File: config.mk
export PLATFORM = sky130hd
export DESIGN_NAME = motor_encoder_reader
export DESIGN_NICKNAME = d
export VERILOG_FILES = /design/src/rtl/motor_encoder_reader.sv
export SDC_FILE = /design/constraint.sdc
export NUM_CORES = 1
export LEC_CHECK = 0
export CORE_MARGIN = 3
export CORE_UTILIZATION = 59
export CTS_CLUSTER_SIZE = 30
export DETAILED_ROUTE_END_ITERATION = 10
export PLACE_DENSITY = 0.82
export SYNTH_ARGS = -nofsm -noshare
export SYNTH_HDL_FRONTEND = slang
export SYNTH_SLANG_ARGS = --single-unit
File: constraint.sdc
create_clock -name clk -period 4.7 [get_ports clk]
set_input_delay 0.94 -clock clk [delete_from_list [all_inputs] [get_ports clk]]
set_output_delay 0.94 -clock clk [all_outputs]
set_load 0.05 [all_outputs]
File: src/rtl/motor_encoder_reader.sv
// Dual-wheel quadrature encoder reader: input sync, debounce, x4 decode into
// signed positions, and per-window saturating speed capture with error flags.
module motor_encoder_reader #(
    parameter int unsigned DEBOUNCE = 4,
    parameter int unsigned WINDOW   = 1000000,
    parameter int unsigned POS_W    = 16,
    parameter int unsigned SPD_W    = 12
) (
    input  logic             clk,
    input  logic             rst_n,
    input  logic [1:0]       enc_a,
    input  logic [1:0]       enc_b,
    input  logic             clear,
    output logic [POS_W-1:0] pos_l,
    output logic [POS_W-1:0] pos_r,
    output logic [SPD_W-1:0] spd_l,
    output logic [SPD_W-1:0] spd_r,
    output logic             spd_valid,
    output logic [1:0]       err
);

    localparam int unsigned CNT_W = (DEBOUNCE > 1) ? $clog2(DEBOUNCE) : 1;
    localparam int unsigned WIN_W = $clog2(WINDOW);

    localparam logic [CNT_W-1:0] CNT_LAST = CNT_W'(DEBOUNCE - 1);
    localparam logic [WIN_W-1:0] WIN_LAST = WIN_W'(WINDOW - 1);
    localparam logic [SPD_W-1:0] SPD_MAX  = {1'b0, {(SPD_W-1){1'b1}}};
    localparam logic [SPD_W-1:0] SPD_MIN  = {1'b1, {(SPD_W-1){1'b0}}};

    logic [1:0]            a_s1_q, a_s2_q, b_s1_q, b_s2_q;
    logic [1:0][1:0]       prev_q, filt_q, filt_d;
    logic [1:0][CNT_W-1:0] cnt_q, cnt_d;
    logic [1:0]            init_q, init_d;
    logic [1:0][POS_W-1:0] pos_q, pos_d;
    logic [1:0][SPD_W-1:0] acc_q, acc_d, spd_q, spd_d, acc_step;
    logic [WIN_W-1:0]      win_q, win_d;
    logic                  valid_q, valid_d;
    logic [1:0]            err_q, err_d;

    logic [1:0][1:0]       pair, dir;
    logic [1:0]            stable, accept, live, step_inc, step_dec, step_bad;
    logic                  win_end;

    // Position of an AB pair along the forward sequence 00,01,11,10.
    function automatic logic [1:0] seq_pos(input logic [1:0] ab);
        return {ab[1], ab[1] ^ ab[0]};
    endfunction

    always_comb begin
        pair     = '0;
        dir      = '0;
        stable   = '0;
        accept   = '0;
        live     = '0;
        step_inc = '0;
        step_dec = '0;
        step_bad = '0;
        filt_d   = filt_q;
        cnt_d    = '0;
        init_d   = init_q;
        pos_d    = pos_q;
        acc_step = acc_q;
        win_end  = (win_q == WIN_LAST);

        for (int w = 0; w < 2; w++) begin
            pair[w]   = {a_s2_q[w], b_s2_q[w]};
            stable[w] = (pair[w] != filt_q[w]) && (pair[w] == prev_q[w]);
            accept[w] = stable[w] && (cnt_q[w] == CNT_LAST);
            live[w]   = accept[w] && !init_q[w];
            dir[w]    = seq_pos(pair[w]) - seq_pos(filt_q[w]);

            step_inc[w] = live[w] && (dir[w] == 2'd1);
            step_dec[w] = live[w] && (dir[w] == 2'd3);
            step_bad[w] = live[w] && (dir[w] == 2'd2);

            if (stable[w] && !accept[w]) begin
                cnt_d[w] = cnt_q[w] + CNT_W'(1);
            end
            if (accept[w]) begin
                filt_d[w] = pair[w];
                init_d[w] = 1'b0;
            end

            // Position wraps freely; the window accumulator saturates.
            if (step_inc[w]) begin
                pos_d[w] = pos_q[w] + POS_W'(1);
                if (acc_q[w] != SPD_MAX) acc_step[w] = acc_q[w] + SPD_W'(1);
            end else if (step_dec[w]) begin
                pos_d[w] = pos_q[w] - POS_W'(1);
                if (acc_q[w] != SPD_MIN) acc_step[w] = acc_q[w] - SPD_W'(1);
            end
        end

        win_d   = win_end ? '0 : win_q + WIN_W'(1);
        valid_d = win_end;
        spd_d   = win_end ? acc_step : spd_q;
        acc_d   = win_end ? '0 : acc_step;
        err_d   = err_q | step_bad;

        // Clear overrides any step or window end in the same cycle.
        if (clear) begin
            pos_d   = '0;
            spd_d   = '0;
            acc_d   = '0;
            win_d   = '0;
            err_d   = '0;
            valid_d = 1'b0;
        end
    end

    always_ff @(posedge clk or negedge rst_n) begin
        if (!rst_n) begin
            a_s1_q  <= '0;
            a_s2_q  <= '0;
            b_s1_q  <= '0;
            b_s2_q  <= '0;
            prev_q  <= '0;
            filt_q  <= '0;
            cnt_q   <= '0;
            init_q  <= 2'b11;
            pos_q   <= '0;
            acc_q   <= '0;
            spd_q   <= '0;
            win_q   <= '0;
            valid_q <= 1'b0;
            err_q   <= '0;
        end else begin
            a_s1_q  <= enc_a;
            a_s2_q  <= a_s1_q;
            b_s1_q  <= enc_b;
            b_s2_q  <= b_s1_q;
            prev_q  <= pair;
            filt_q  <= filt_d;
            cnt_q   <= cnt_d;
            init_q  <= init_d;
            pos_q   <= pos_d;
            acc_q   <= acc_d;
            spd_q   <= spd_d;
            win_q   <= win_d;
            valid_q <= valid_d;
            err_q   <= err_d;
        end
    end

    assign pos_l     = pos_q[0];
    assign pos_r     = pos_q[1];
    assign spd_l     = spd_q[0];
    assign spd_r     = spd_q[1];
    assign spd_valid = valid_q;
    assign err       = err_q;

endmodule
==> results of run 1 <==
==> sequential cells by signal, summed over array words and instances (netlist names), 4 cells and up <==
signal	count
acc_q	24
filt_q	4
spd_l	12
prev_q	4
win_q	20
pos_r	16
cnt_q	4
pos_l	16
spd_r	12
==> Yosys cell counts (7+ instances only) <==
cell        n
clkbuf_1   24
nand3_1    35
nor3_1     24
xnor2_1    35
nor4_1      7
nand2_1    70
ha_1       43
inv_1      18
buf_2      12
nor2_1    108
or3_1       9
a21oi_1    49
xor2_1     24
dfrtp_1   123
and3_1      9
a211oi_1   26
a21o_1     10
nand3b_1   10
a22oi_1     8
o21ai_0    30
o21a_1      7
nand4_1    19
==> layout make-up <==
| cell class | count | area (sq um) | area share [%] |
|---|---|---|---|
| clock inverter | 12 | 138 | 1.52 |
| multi-input combinational | 652 | 4340 | 47.9 |
| inverter | 18 | 67.6 | 0.746 |
| sequential | 125 | 3130 | 34.6 |
| clock buffer | 20 | 457 | 5.04 |
| tap | 172 | 215 | 2.38 |
| timing repair buffer | 74 | 711 | 7.85 |
==> worst max-delay path by stage <==
stage | startpoint | to | slack (ns) | cells after the start
6_report | a_s2_q[1] | pos_r[13] | 0.53 | 11
2_1_floorplan | a_s2_q[1] | pos_r[13] | 0.82 | 12
5_1_grt | a_s2_q[1] | pos_r[13] | 0.12 | 11
3_5_place_dp | a_s2_q[1] | pos_r[13] | 0.64 | 11
3_3_place_gp | a_s2_q[0] | pos_l[15] | 0.90 | 12
4_1_cts | a_s2_q[1] | pos_r[13] | 0.61 | 11
==> kinds of logic after synthesis <==
| group | count (synthesis) | synth area share, % |
|---|---|---|
| and+or+nand+nor | 341 | 22.2 |
| AOI/OAI and AO/OA | 193 | 17.1 |
| DFF | 125 | 40.4 |
| buffers and inverters | 63 | 3.73 |
| xor gates and xnor gates | 62 | 7.60 |
| adders and majority gates | 45 | 7.46 |
| muxes | 11 | 1.52 |
==> metal layers <==
metal	vias up	wire length (um)	GRT usage [%]
li1	3144	-	-
met4	0	252	8.43
met3	30	1030	6.03
met1	3169	8200	35.0
met5	-	0	0
met2	197	8670	41.9
==> power by group <==
part,internal [mW],switching [mW],leakage [nW]
registers,1.09,0.0141,1.71
clock network,0.812,0.497,0.287
logic,0.0649,0.120,1.91
total,1.97,0.631,3.90
==> worst max-delay path, stage by stage (launching register included) <==
cell       delay, ns
dfrtp_1         0.49
xnor2_1         0.25
ha_1            0.22
xnor3_2         0.36
nand2_1         0.39
ha_1            0.39
and3_1          0.21
a221oi_2        0.44
o221ai_1        0.23
a2111oi_0       0.61
nor4b_1         0.12
a311o_1         0.34
==> placed cells by master, fill, tap and decap left out, drive strengths merged, types with 4 or more instances in the layout <==
cell           instances
clkinv                 6
dfrtp                123
xor2                  24
nand3                 35
a22oi                  8
nor3b                  6
or3                   10
and2                   4
and3                   9
nor4                   8
nand4                 19
mux2                   6
a21oi                 52
ha                    43
clkbuf                20
o2111ai                4
a31oi                  7
o211ai                 5
a211oi                28
nor2b                  6
o221ai                 4
o22ai                  6
or4                    6
xnor2                 35
nand2                 70
clkdlybuf4s50         63
inv                   20
buf                   11
and4                   6
nor2                 108
nor3                  25
o21ai                 35
mux2i                  5
nand3b                10
a21o                  10
nor4b                  4
o21a                   7
==> per-stage QoR <==
| step | power [mW] | std cells |
|---|---|---|
| 4_1_cts | 2.62 | 1073 |
| 3_5_place_dp | 1.31 | 1041 |
| 3_3_place_gp | 1.30 | 1041 |
| 2_1_floorplan | 1.25 | 840 |
| 5_1_grt | 2.69 | 1073 |
| 6_report | 2.60 | 1073 |
==> flow_summary.json, run 1 <==
{
  "outcome": "completed",
  "yosysWarnings": 0,
  "power_density_mw_per_mm2": 287,
  "clkTransAtPathRegs_ns": 0.06,
  "holdPathStages": 0,
  "grt_pass1_wl_um": 31000,
  "crit_required_ns": 5.00,
  "hold_path_end": "b_s2_q[0]",
  "finalCritPeriodShare_pct": 88.7,
  "portBuffers": 65,
  "r2r-start": "a_s2_q[1]",
  "dr.pass1.iters": 5,
  "cts_resized": 0,
  "pre_cts_ws_ns": 0.640,
  "fin_setup_tns_ns": 0,
  "worstSetupPathType": "reg -> reg",
  "reg2reg_depth": 11,
  "antenna_found_initial": 0,
  "ir_drop_uv": 331,
  "cts_setup_buffers": 0,
  "num_vias": 6540,
  "wl_per_cell_um": 16.9,
  "hold_slack_ns": 0.349,
  "wl_um": 18200,
  "start_util_pct": 60.9,
  "worst_slack_ns": 0.529,
  "cp_max_fo": 12,
  "synth_nets": 892,
  "drv_cap": 0,
  "htree_levels": 4,
  "synth_flop_cell": "dfrtp_1",
  "async_reset_ff_share_pct": 100,
  "holdCritStartpoint": "b_s1_q[0]",
  "die_h_um": 121,
  "crit_path_start_kind": "flop",
  "grt_util_all_layers_pct": 26.0,
  "fillers": 987,
  "fp.dieW_um": 121,
  "place_congestion": 0.983,
  "p_leak_nw": 3.90,
  "drc": 0,
  "place_hpwl_um": 12600,
  "hold_class": "reg -> reg",
  "die-area_sq_mm": 0.0146,
  "ios": 66,
  "synth_area_sq_mm": 0.00775,
  "hold_buffers": 0,
  "detail-route-antenna-nets": 0,
  "placed_area_sq_mm": 0.00846,
  "core_area_sq_mm": 0.0127,
  "synthCells": 840,
  "cp_data_arrival_time_ns": 4.47,
  "r2r-end": "pos_r[13]",
  "skew_ns": 0.00899,
  "clock-root-buffer": "clkbuf_16",
  "dr.first_iter.drc_count": 540,
  "relSlewSlack_pct": 32.1,
  "synthToLayoutAreaGrowth_pct": 16.8,
  "fmax_ghz": 0.240,
  "antennaDiodeCount": 0,
  "yosysSeqAreaShare_pct": 40.4,
  "critPathCaptureType": "flop",
  "tritoncts": "built",
  "tightest_slew_ns": 1.00,
  "postLayoutCellArea_sq_mm": 0.00906,
  "clock_sinks": 125,
  "slew_violations": 0,
  "ys_top_cells_by_area": "dfrtp_1 (40%), ha_1 (6.9%), nor2_1 (5.2%), xnor2_1 (4.0%), nand2_1 (3.4%)",
  "grt_setup_unrepaired": "no",
  "synth.top_cell.area_share_pct": 39.7,
  "synth_largest_area_cell": "dfrtp_1",
  "num_rows": 41,
  "fin_crit_ns": 4.17,
  "cts_made_buffers": 17,
  "synth_edf_count": 0,
  "grt.overflow.total": 0,
  "drive_gt1_share_pct": 8.21,
  "nets": 940,
  "clkLatencyLatePin_ns": 0.42,
  "ys_ff_latch": 125,
  "grt_start_max_net_pins": 61,
  "finalHoldViolations": 0,
  "synth.distinct_cells": 81,
  "r2r_slack_ns": 0.53,
  "setup_violations": 0,
  "grt_pass1_vias": 6408,
  "finish.utilization_pct": 71.2,
  "vias_per_cell": 6.10,
  "syn-mean-instance-area_sq_um": 9.23,
  "ctsLongestPathBuffers": 2
}
Power figures use the tool's default switching activity.
==> run 2: changes to the inputs <==
--- a/config.mk
+++ b/config.mk
@@ -7,8 +7,8 @@
 export LEC_CHECK = 0
 export CORE_MARGIN = 3
-export CORE_UTILIZATION = 59
+export CORE_UTILIZATION = 33
 export CTS_CLUSTER_SIZE = 30
 export DETAILED_ROUTE_END_ITERATION = 10
-export PLACE_DENSITY = 0.82
+export PLACE_DENSITY = 0.51
 export SYNTH_ARGS = -nofsm -noshare
 export SYNTH_HDL_FRONTEND = slang
==> constraint.sdc (replaced) <==
create_clock -name clk -period 4.7 [get_ports clk]
set_input_delay 0.94 -clock clk [delete_from_list [all_inputs] [get_ports clk]]
set_output_delay 0.94 -clock clk [all_outputs]
set_load 0.01 [all_outputs]
==> flow_summary.json, run 2 (synthesis gave the netlist of run 1 again) <==
{
  "largest_register": "acc_q",
  "vias_per_cell": 5.20,
  "p_leak_nw": 3.89,
  "final_cell_mix": "dfrtp_1 (123), nor2_1 (108), nand2_1 (70)",
  "r2r-end": "pos_l[12]",
  "worst_slack_ns": 0.660,
  "place_hpwl_um": 13000,
  "seq_area_sq_mm": 0.00313,
  "r2r-start": "a_s2_q[0]",
  "intPower_mw": 1.98,
  "tritoncts": "built",
  "detail-route-antenna-nets": 0,
  "fmax_ghz": 0.248,
  "grt_pass1_vias": 6269,
  "worstSetupStartpoint": "a_s2_q[0]",
  "place_congestion": 0.828,
  "die_h_um": 159,
  "ir_drop_uv": 200,
  "die-area_sq_mm": 0.0254,
  "worstSetupPathType": "reg -> reg",
  "drv_cap": 0,
  "critPathCaptureType": "flop",
  "fillers": 2356,
  "fin_setup_tns_ns": 0,
  "ios": 66,
  "relSlewSlack_pct": 31.0,
  "outcome": "completed",
  "fp.dieW_um": 159,
  "path_cells": "xnor2_1 > ha_1 > nor3b_1 > o2111a_1 > nand2_1 > fa_1 > a21o_1 > a21oi_1 > o21ai_0 > a2111oi_0 > nor3_1 > nand3b_1",
  "critPathMaxStageDelay_ns": 0.56,
  "dr.first_iter.drc_count": 362,
  "reg2reg_depth": 12,
  "synthToLayoutAreaGrowth_pct": 18.9,
  "crit_path_start_kind": "flop",
  "largest_reg_flops": 24,
  "wl_per_cell_um": 15.6,
  "p_comb_share_pct": 7.1,
  "hold_path_end": "b_s2_q[1]",
  "num_rows": 55,
  "cts_setup_buffers": 0,
  "fin_crit_ns": 4.04,
  "cts_made_buffers": 17,
  "dr.pass1.iters": 5,
  "cp_data_arrival_time_ns": 4.33,
  "tightest_slew_ns": 1.03,
  "cp_max_fo": 14,
  "clkLatencyLatePin_ns": 0.42,
  "grt_start_max_net_pins": 98,
  "p_clk_share_pct": 50.2,
  "clock_sinks": 125,
  "finish.utilization_pct": 40.3,
  "dp_cells": 1183,
  "r2r_slack_ns": 0.66,
  "setup_violations": 0,
  "ctsLongestPathBuffers": 2,
  "core_area_sq_mm": 0.0228,
  "placed_area_sq_mm": 0.00865,
  "drc": 0,
  "power_density_mw_per_mm2": 281,
  "postLayoutCellArea_sq_mm": 0.00922,
  "power_switching_mw": 0.603,
  "multiInputGateArea_sq_mm": 0.00434,
  "start_util_pct": 33.9,
  "cts_resized": 0,
  "grt_setup_unrepaired": "no",
  "pre_cts_ws_ns": 0.665,
  "antenna_found_initial": 0,
  "crit_required_ns": 4.99,
  "grt.overflow.total": 0,
  "crit_family": "compound AO/OA/AOI/OAI gates",
  "total_power_mw": 2.59,
  "antennaDiodeCount": 0,
  "num_vias": 6316,
  "grt_pass1_wl_um": 32400,
  "holdPathStages": 0,
  "slew_violations": 0,
  "nets": 941,
  "finalHoldViolations": 0,
  "skew_ns": 0.0134,
  "clock-root-buffer": "clkbuf_16",
  "layout_commonest_cell": "dfrtp_1",
  "htree_levels": 4,
  "hold_buffers": 0,
  "hold_slack_ns": 0.347,
  "swShare_pct": 23.3,
  "wl_um": 19000,
  "path_buf_inv": 0,
  "seqPwrFrac_pct": 42.7,
  "reg_top3": "acc_q x24, win_q x20",
  "finalCritPeriodShare_pct": 86.0,
  "slowest_stage": "fa_1",
  "hold_class": "reg -> reg",
  "portBuffers": 65,
  "holdCritStartpoint": "b_s1_q[1]",
  "fin_cells": 1214,
  "drive_gt1_share_pct": 7.66,
  "grt_util_all_layers_pct": 15.3,
  "clkTransAtPathRegs_ns": 0.06
}
## run 2: cell count changes in the layout (fill, tap and decap cells not counted)
cell | previous run | this run
clkbuf_1 | 1 | 6
clkbuf_8 | 2 | 0
clkinvlp_4 | 2 | 1
clkinv_4 | 4 | 0
inv_6 | 2 | 0
bufinv_16 | 2 | 3
clkinv_2 | 2 | 4
buf_6 | 0 | 1
## run 2: per-layer routing
layer | global-route usage [%] | share of wire (%) | up-vias
met5 | 0 | 0 | -
met2 | 23.5 | 44 | 105
met1 | 22.1 | 51 | 3029
met3 | 2.97 | 3.8 | 19
met4 | 4.22 | 1.2 | 0
li1 | - | - | 3163
## run 2: how the worst max path moves through the flow
stage,endpoint,slack (ns),depth (start not counted)
2_1_floorplan,pos_r[13],0.82,12
3_3_place_gp,pos_l[12],0.71,12
3_5_place_dp,pos_l[12],0.66,12
4_1_cts,pos_l[12],0.63,12
5_1_grt,pos_l[12],0.30,12
6_report,pos_l[12],0.66,12
## run 2: cell type report
type / instances / area share (%)
Clock inverter: 8 / 1.28
Clock buffer: 23 / 4.86
Timing Repair Buffer: 75 / 7.83
Multi-Input combinational cell: 652 / 47.1
Sequential cell: 125 / 34.0
Inverter: 18 / 0.733
Tap cell: 313 / 4.25
## run 2: worst reg2reg max path: stages, from the launching register on
cell and delay, ns:
dfrtp_1 0.46, xnor2_1 0.16, ha_1 0.33, nor3b_1 0.29, o2111a_1 0.27, nand2_1 0.36
fa_1 0.57, a21o_1 0.19, a21oi_1 0.26, o21ai_0 0.22, a2111oi_0 0.52, nor3_1 0.12
nand3b_1 0.17
## run 2: power by group through the flow
stage,logic (mW),clock network [mW],registers (mW)
finish,0.183,1.30,1.10
detailed placement,0.186,0,1.12
global route,0.206,1.37,1.11
floorplan,0.128,0,1.12
CTS,0.187,1.33,1.10
global placement,0.186,0,1.12
==> run 3: changes to the inputs <==
CORE_MARGIN = not set   (was 3)
TNS_END_PERCENT = 10   (was not set)
==> flow_summary.json, run 3 (synthesis gave the netlist of run 1 again) <==
{
  "pre_cts_ws_ns": 0.744,
  "fin_cells": 1214,
  "die_h_um": 155,
  "grt_pass1_wl_um": 32000,
  "fp.dieW_um": 155,
  "vias_per_cell": 5.23,
  "ios": 66,
  "critPathCaptureType": "flop",
  "hold_slack_ns": 0.344,
  "crit_path_start_kind": "flop",
  "grt_setup_unrepaired": "no",
  "hold_path_end": "b_s2_q[1]",
  "r2r-end": "pos_l[12]",
  "crit_required_ns": 4.99,
  "routed.top_layer": "met4",
  "dp_cells": 1183,
  "fin_setup_tns_ns": 0,
  "drive_gt1_share_pct": 8.21,
  "r2r-start": "a_s2_q[0]",
  "outcome": "completed",
  "postLayoutCellArea_sq_mm": 0.00924,
  "holdPathStages": 0,
  "reg2reg_depth": 12,
  "grt.overflow.total": 0,
  "largest_reg_flops": 24,
  "clock_sinks": 125,
  "reg_top3": "acc_q x24, win_q x20",
  "p_leak_nw": 3.90,
  "tightest_slew_ns": 0.996,
  "cts_resized": 0,
  "portBuffers": 65,
  "core_area_sq_mm": 0.0228,
  "cp_data_arrival_time_ns": 4.29,
  "grt_start_max_net_pins": 57,
  "ir_drop_uv": 157,
  "critPathMaxStageDelay_ns": 0.54,
  "wl_met2_um": 8210,
  "worst_slack_ns": 0.704,
  "m1WireLength_um": 9860,
  "place_hpwl_um": 13000,
  "ctsLongestPathBuffers": 2,
  "placed_area_sq_mm": 0.00865,
  "dr.pass1.iters": 4,
  "synthToLayoutAreaGrowth_pct": 19.2,
  "drc": 0,
  "htree_levels": 4,
  "grt_util_all_layers_pct": 16.6,
  "worstSetupPathType": "reg -> reg",
  "final_cell_mix": "dfrtp_1 (123), nor2_1 (108), nand2_1 (70)",
  "detail-route-antenna-nets": 0,
  "finalHoldViolations": 0,
  "wl_met3_um": 595,
  "antenna_found_initial": 0,
  "slew_violations": 0,
  "dr.first_iter.drc_count": 304,
  "tritoncts": "built",
  "cts_setup_buffers": 0,
  "fmax_ghz": 0.250,
  "fin_crit_ns": 4.00,
  "cts_made_buffers": 17,
  "place_congestion": 0.829,
  "antennaDiodeCount": 0,
  "finalCritPeriodShare_pct": 85.0,
  "layout_commonest_cell": "dfrtp_1",
  "clkTransAtPathRegs_ns": 0.06,
  "nets": 941,
  "largest_register": "acc_q",
  "power_density_mw_per_mm2": 282,
  "grt_pass1_vias": 6087,
  "cp_max_fo": 11,
  "start_util_pct": 33.9,
  "slowest_stage": "a2111oi_0",
  "relSlewSlack_pct": 33.6,
  "clkLatencyLatePin_ns": 0.43,
  "clock-root-buffer": "clkbuf_16",
  "num_vias": 6347,
  "path_cells": "xnor2_1 > ha_1 > nor3b_1 > o2111a_1 > nand2_1 > fa_1 > a21o_1 > a21oi_1 > o21ai_0 > a2111oi_0 > nor3_1 > nand3b_1",
  "fillers": 2331,
  "r2r_slack_ns": 0.70,
  "wl_um": 18800,
  "wl_per_cell_um": 15.5,
  "num_rows": 55,
  "holdCritStartpoint": "b_s1_q[1]",
  "hold_class": "reg -> reg",
  "die-area_sq_mm": 0.0241,
  "hold_buffers": 0,
  "setup_violations": 0,
  "drv_cap": 0,
  "skew_ns": 0.0169
}
==> run 3: final cells by class <==
| class | instances | area (sq um) | area share [%] |
|---|---|---|---|
| multi-input combinational | 652 | 4340 | 46.9 |
| sequential | 125 | 3130 | 33.9 |
| timing repair buffer | 75 | 722 | 7.81 |
| clock buffer | 20 | 457 | 4.94 |
| tap | 313 | 392 | 4.24 |
| clock inverter | 11 | 135 | 1.46 |
| inverter | 18 | 67.6 | 0.731 |
==> run 3: how the worst max path moves through the flow <==
stage,startpoint,to
floorplan,a_s2_q[1],pos_r[13]
global placement,a_s2_q[0],pos_l[12]
detailed placement,a_s2_q[0],pos_l[12]
CTS,a_s2_q[0],pos_l[12]
global route,a_s2_q[0],pos_l[12]
finish,a_s2_q[0],pos_l[12]
==> run 3: where the power goes <==
part | total [mW] | internal (mW) | switching [mW]
clock | 1.32 | 0.812 | 0.507
sequential | 1.10 | 1.09 | 0.0140
combinational | 0.184 | 0.0667 | 0.118
==> run 3: metrics by stage <==
step / total power [mW] / utilization (%)
after floorplan: 1.25 / -
after global routing: 2.72 / 40.5
after detailed placement: 1.31 / 37.9
final: 2.61 / 40.5
after CTS: 2.65 / 40.5
after global placement: 1.31 / 37.9
==> run 3: per-layer routing <==
layer,up-vias,track usage (%)
li1,3170,-
met1,3049,23.8
met2,116,25.2
met3,12,3.09
met4,0,4.81
met5,-,0
==> run 3: critical path, delay by kind of cell, from the launching register on <==
kind / cells / cell delay (ns)
simple gates: 4 / 0.92
fa+ha+maj: 2 / 0.84
compound gates: 5 / 1.48
flops: 1 / 0.47
xor+xnor: 1 / 0.16
==> patch: new RTL, flow settings as in run 3 <==
Remove the register `valid_q`: a continuous assignment takes its place, so the output `spd_valid` follows one clock earlier.
--- a/src/rtl/motor_encoder_reader.sv
+++ b/src/rtl/motor_encoder_reader.sv
@@ -123,5 +123,4 @@
             spd_q   <= '0;
             win_q   <= '0;
-            valid_q <= 1'b0;
             err_q   <= '0;
         end else begin
@@ -138,8 +137,9 @@
             spd_q   <= spd_d;
             win_q   <= win_d;
-            valid_q <= valid_d;
             err_q   <= err_d;
         end
     end
+
+    assign valid_q = valid_d;
 
     assign pos_l     = pos_q[0];
Function: no difference found for any inputs over 10 cycles, from zero or initial values and one cycle with rst_n low; that may be too few to reach the edited logic, so the function may still have changed.
==> patch against run 3 <==
  * Setup slack worse by 0.0096 ns
  * Final area down 0.23%
  * Sequential share of layout area shrank 0.19 points
  * Synthesized cell count shrank 0.12%
  * Total power increased by 0.74%
  * Sequential cell count fell by 1
  * Wire length is essentially flat
  * Global-route usage up 0.089 points
  * Die area fell by 0.32%
  * Area after synthesis down 0.32%
  * Largest power group unchanged
  * Highest routed layer unchanged
==> patch: results (changes against run 3) <==
synth cell count leaders dfrtp_1 (122), nor2_1 (108), nand2_1 (70); CP max stage delay 0.64 ns (+0.10 ns); number of flip-flops and latches 124 (-0.80%); layout clock buffer count 18 (-10%); switching power 0.0006445 W (+0.97%); wirelength, routed 18.83 mm (about the same); DR iter-0 viols 409 (+35%); initial antenna violation count 1 (+1); Clock Pin Slew Worst Setup and Hold Paths 0.06 ns (about the same); Worst VDD drop 0.0001498 V (-4.6%); Worst-Margin Slew 0.9785 ns (-0.01790 ns); top post-synthesis cells by area dfrtp_1 (40%), ha_1 (7.0%), nor2_1 (5.2%), xnor2_1 (4.0%), nand2_1 (3.4%); Seq/Total Area, Yosys 0.4019 (-0.001931); Syn Area/Cell 9.210 sq um (-0.20%); Reg area 3105 sq um (-0.80%); Compound-Gate Fraction of Synth Area 0.1718 (+0.0005545); Core Box Area 22780 sq um (-0.30%); XOR/XNOR Fraction of Synth Area 0.07626 (+0.0002462); # fillers 2300 (-1.3%); Max Clock Freq 249.7 MHz (-0.24%); Hold Path Depth 0 (unchanged); Vias/cell 5.245 (+0.33%); number of global-route vias before repair 6106 (+0.31%); DR WL met2 8.134 mm (-0.95%); Reg power frac 0.417 (-0.006); multi-input combinational area share 0.4706 (+0.001083); met3 routed WL 758 microns (+27%); Non-clock inverters 18 (unchanged); Mapped Nets 891 (-0.11%); adder-cell share of the synthesized area 0.07481 (+0.0002415); worst slack, placed 0.6725 ns (-0.07171 ns); pin count of the biggest net entering global routing 78 (+37%); multiplexer share of the synthesized area 0.01522 (+0.00004913); drt wl/cell 15.51 microns (about the same); clk_skew 0.01043 ns (-0.006450 ns); Hold WS 0.3499 ns (+0.006382 ns); P_leak 3.886 nW (-0.30%); drt first pass iters 7 (+3); Final clock-cell share 0.06513 (+0.001097); Critical Path Fanout Max 12 (+1); slowest CP cell a2111oi_0; diode count 1 (+1); Critical Path AT 4.30 ns (about the same); Hold WC Path Type register to register; share of cells above drive strength 1 0.08222 (+0.00009126); Post-DP Area 8618 sq um (-0.38%); first-pass GRT wire length 31.84 mm (-0.39%); register share of the cell area 0.3368 (-0.001932); status complete, no violations; Die ar. 24030 sq um (-0.32%); fraction of registers with async set/reset 1.000 (unchanged); buffering overhead 0.07748 (-0.0006339); detailed placer's ending HPWL 12.94 mm (-0.65%); Buffers, non-clock 74 (-1.3%); global-route usage over all layers 0.1665 (+0.0008859); placed insts 1181 (-0.17%)
[patch: cell count changes after synthesis, sizes merged]
cell   before  now
dfrtp     123  122
[patch: routing by layer]
layer / GRT usage / vias up
met5: 0 / -
li1: - / 3155
met2: 0.2486 / 117
met4: 0.05186 / 0
met1: 0.2423 / 3077
met3: 0.03036 / 19
[patch: worst reg2reg max path, stage by stage, from the launching register on]
cell       delay [ns]
dfrtp_1          0.49
xnor2_1          0.21
ha_1             0.21
xnor3_2          0.34
nand2_1          0.25
buf_4            0.26
ha_1             0.32
and3_1           0.20
a221oi_2         0.34
o221ai_1         0.18
a2111oi_0        0.64
nor4b_1          0.11
a311o_1          0.34
[patch: worst paths after layout]
path                            startpoint   endpoint
worst min register to register   b_s1_q[0]  b_s2_q[0]
min in group asynchronous            rst_n   pos_l[4]
max in group asynchronous            rst_n  init_q[0]
worst max-delay path             a_s2_q[1]  pos_r[13]
worst max register to register   a_s2_q[1]  pos_r[13]
worst min-delay path             b_s1_q[0]  b_s2_q[0]
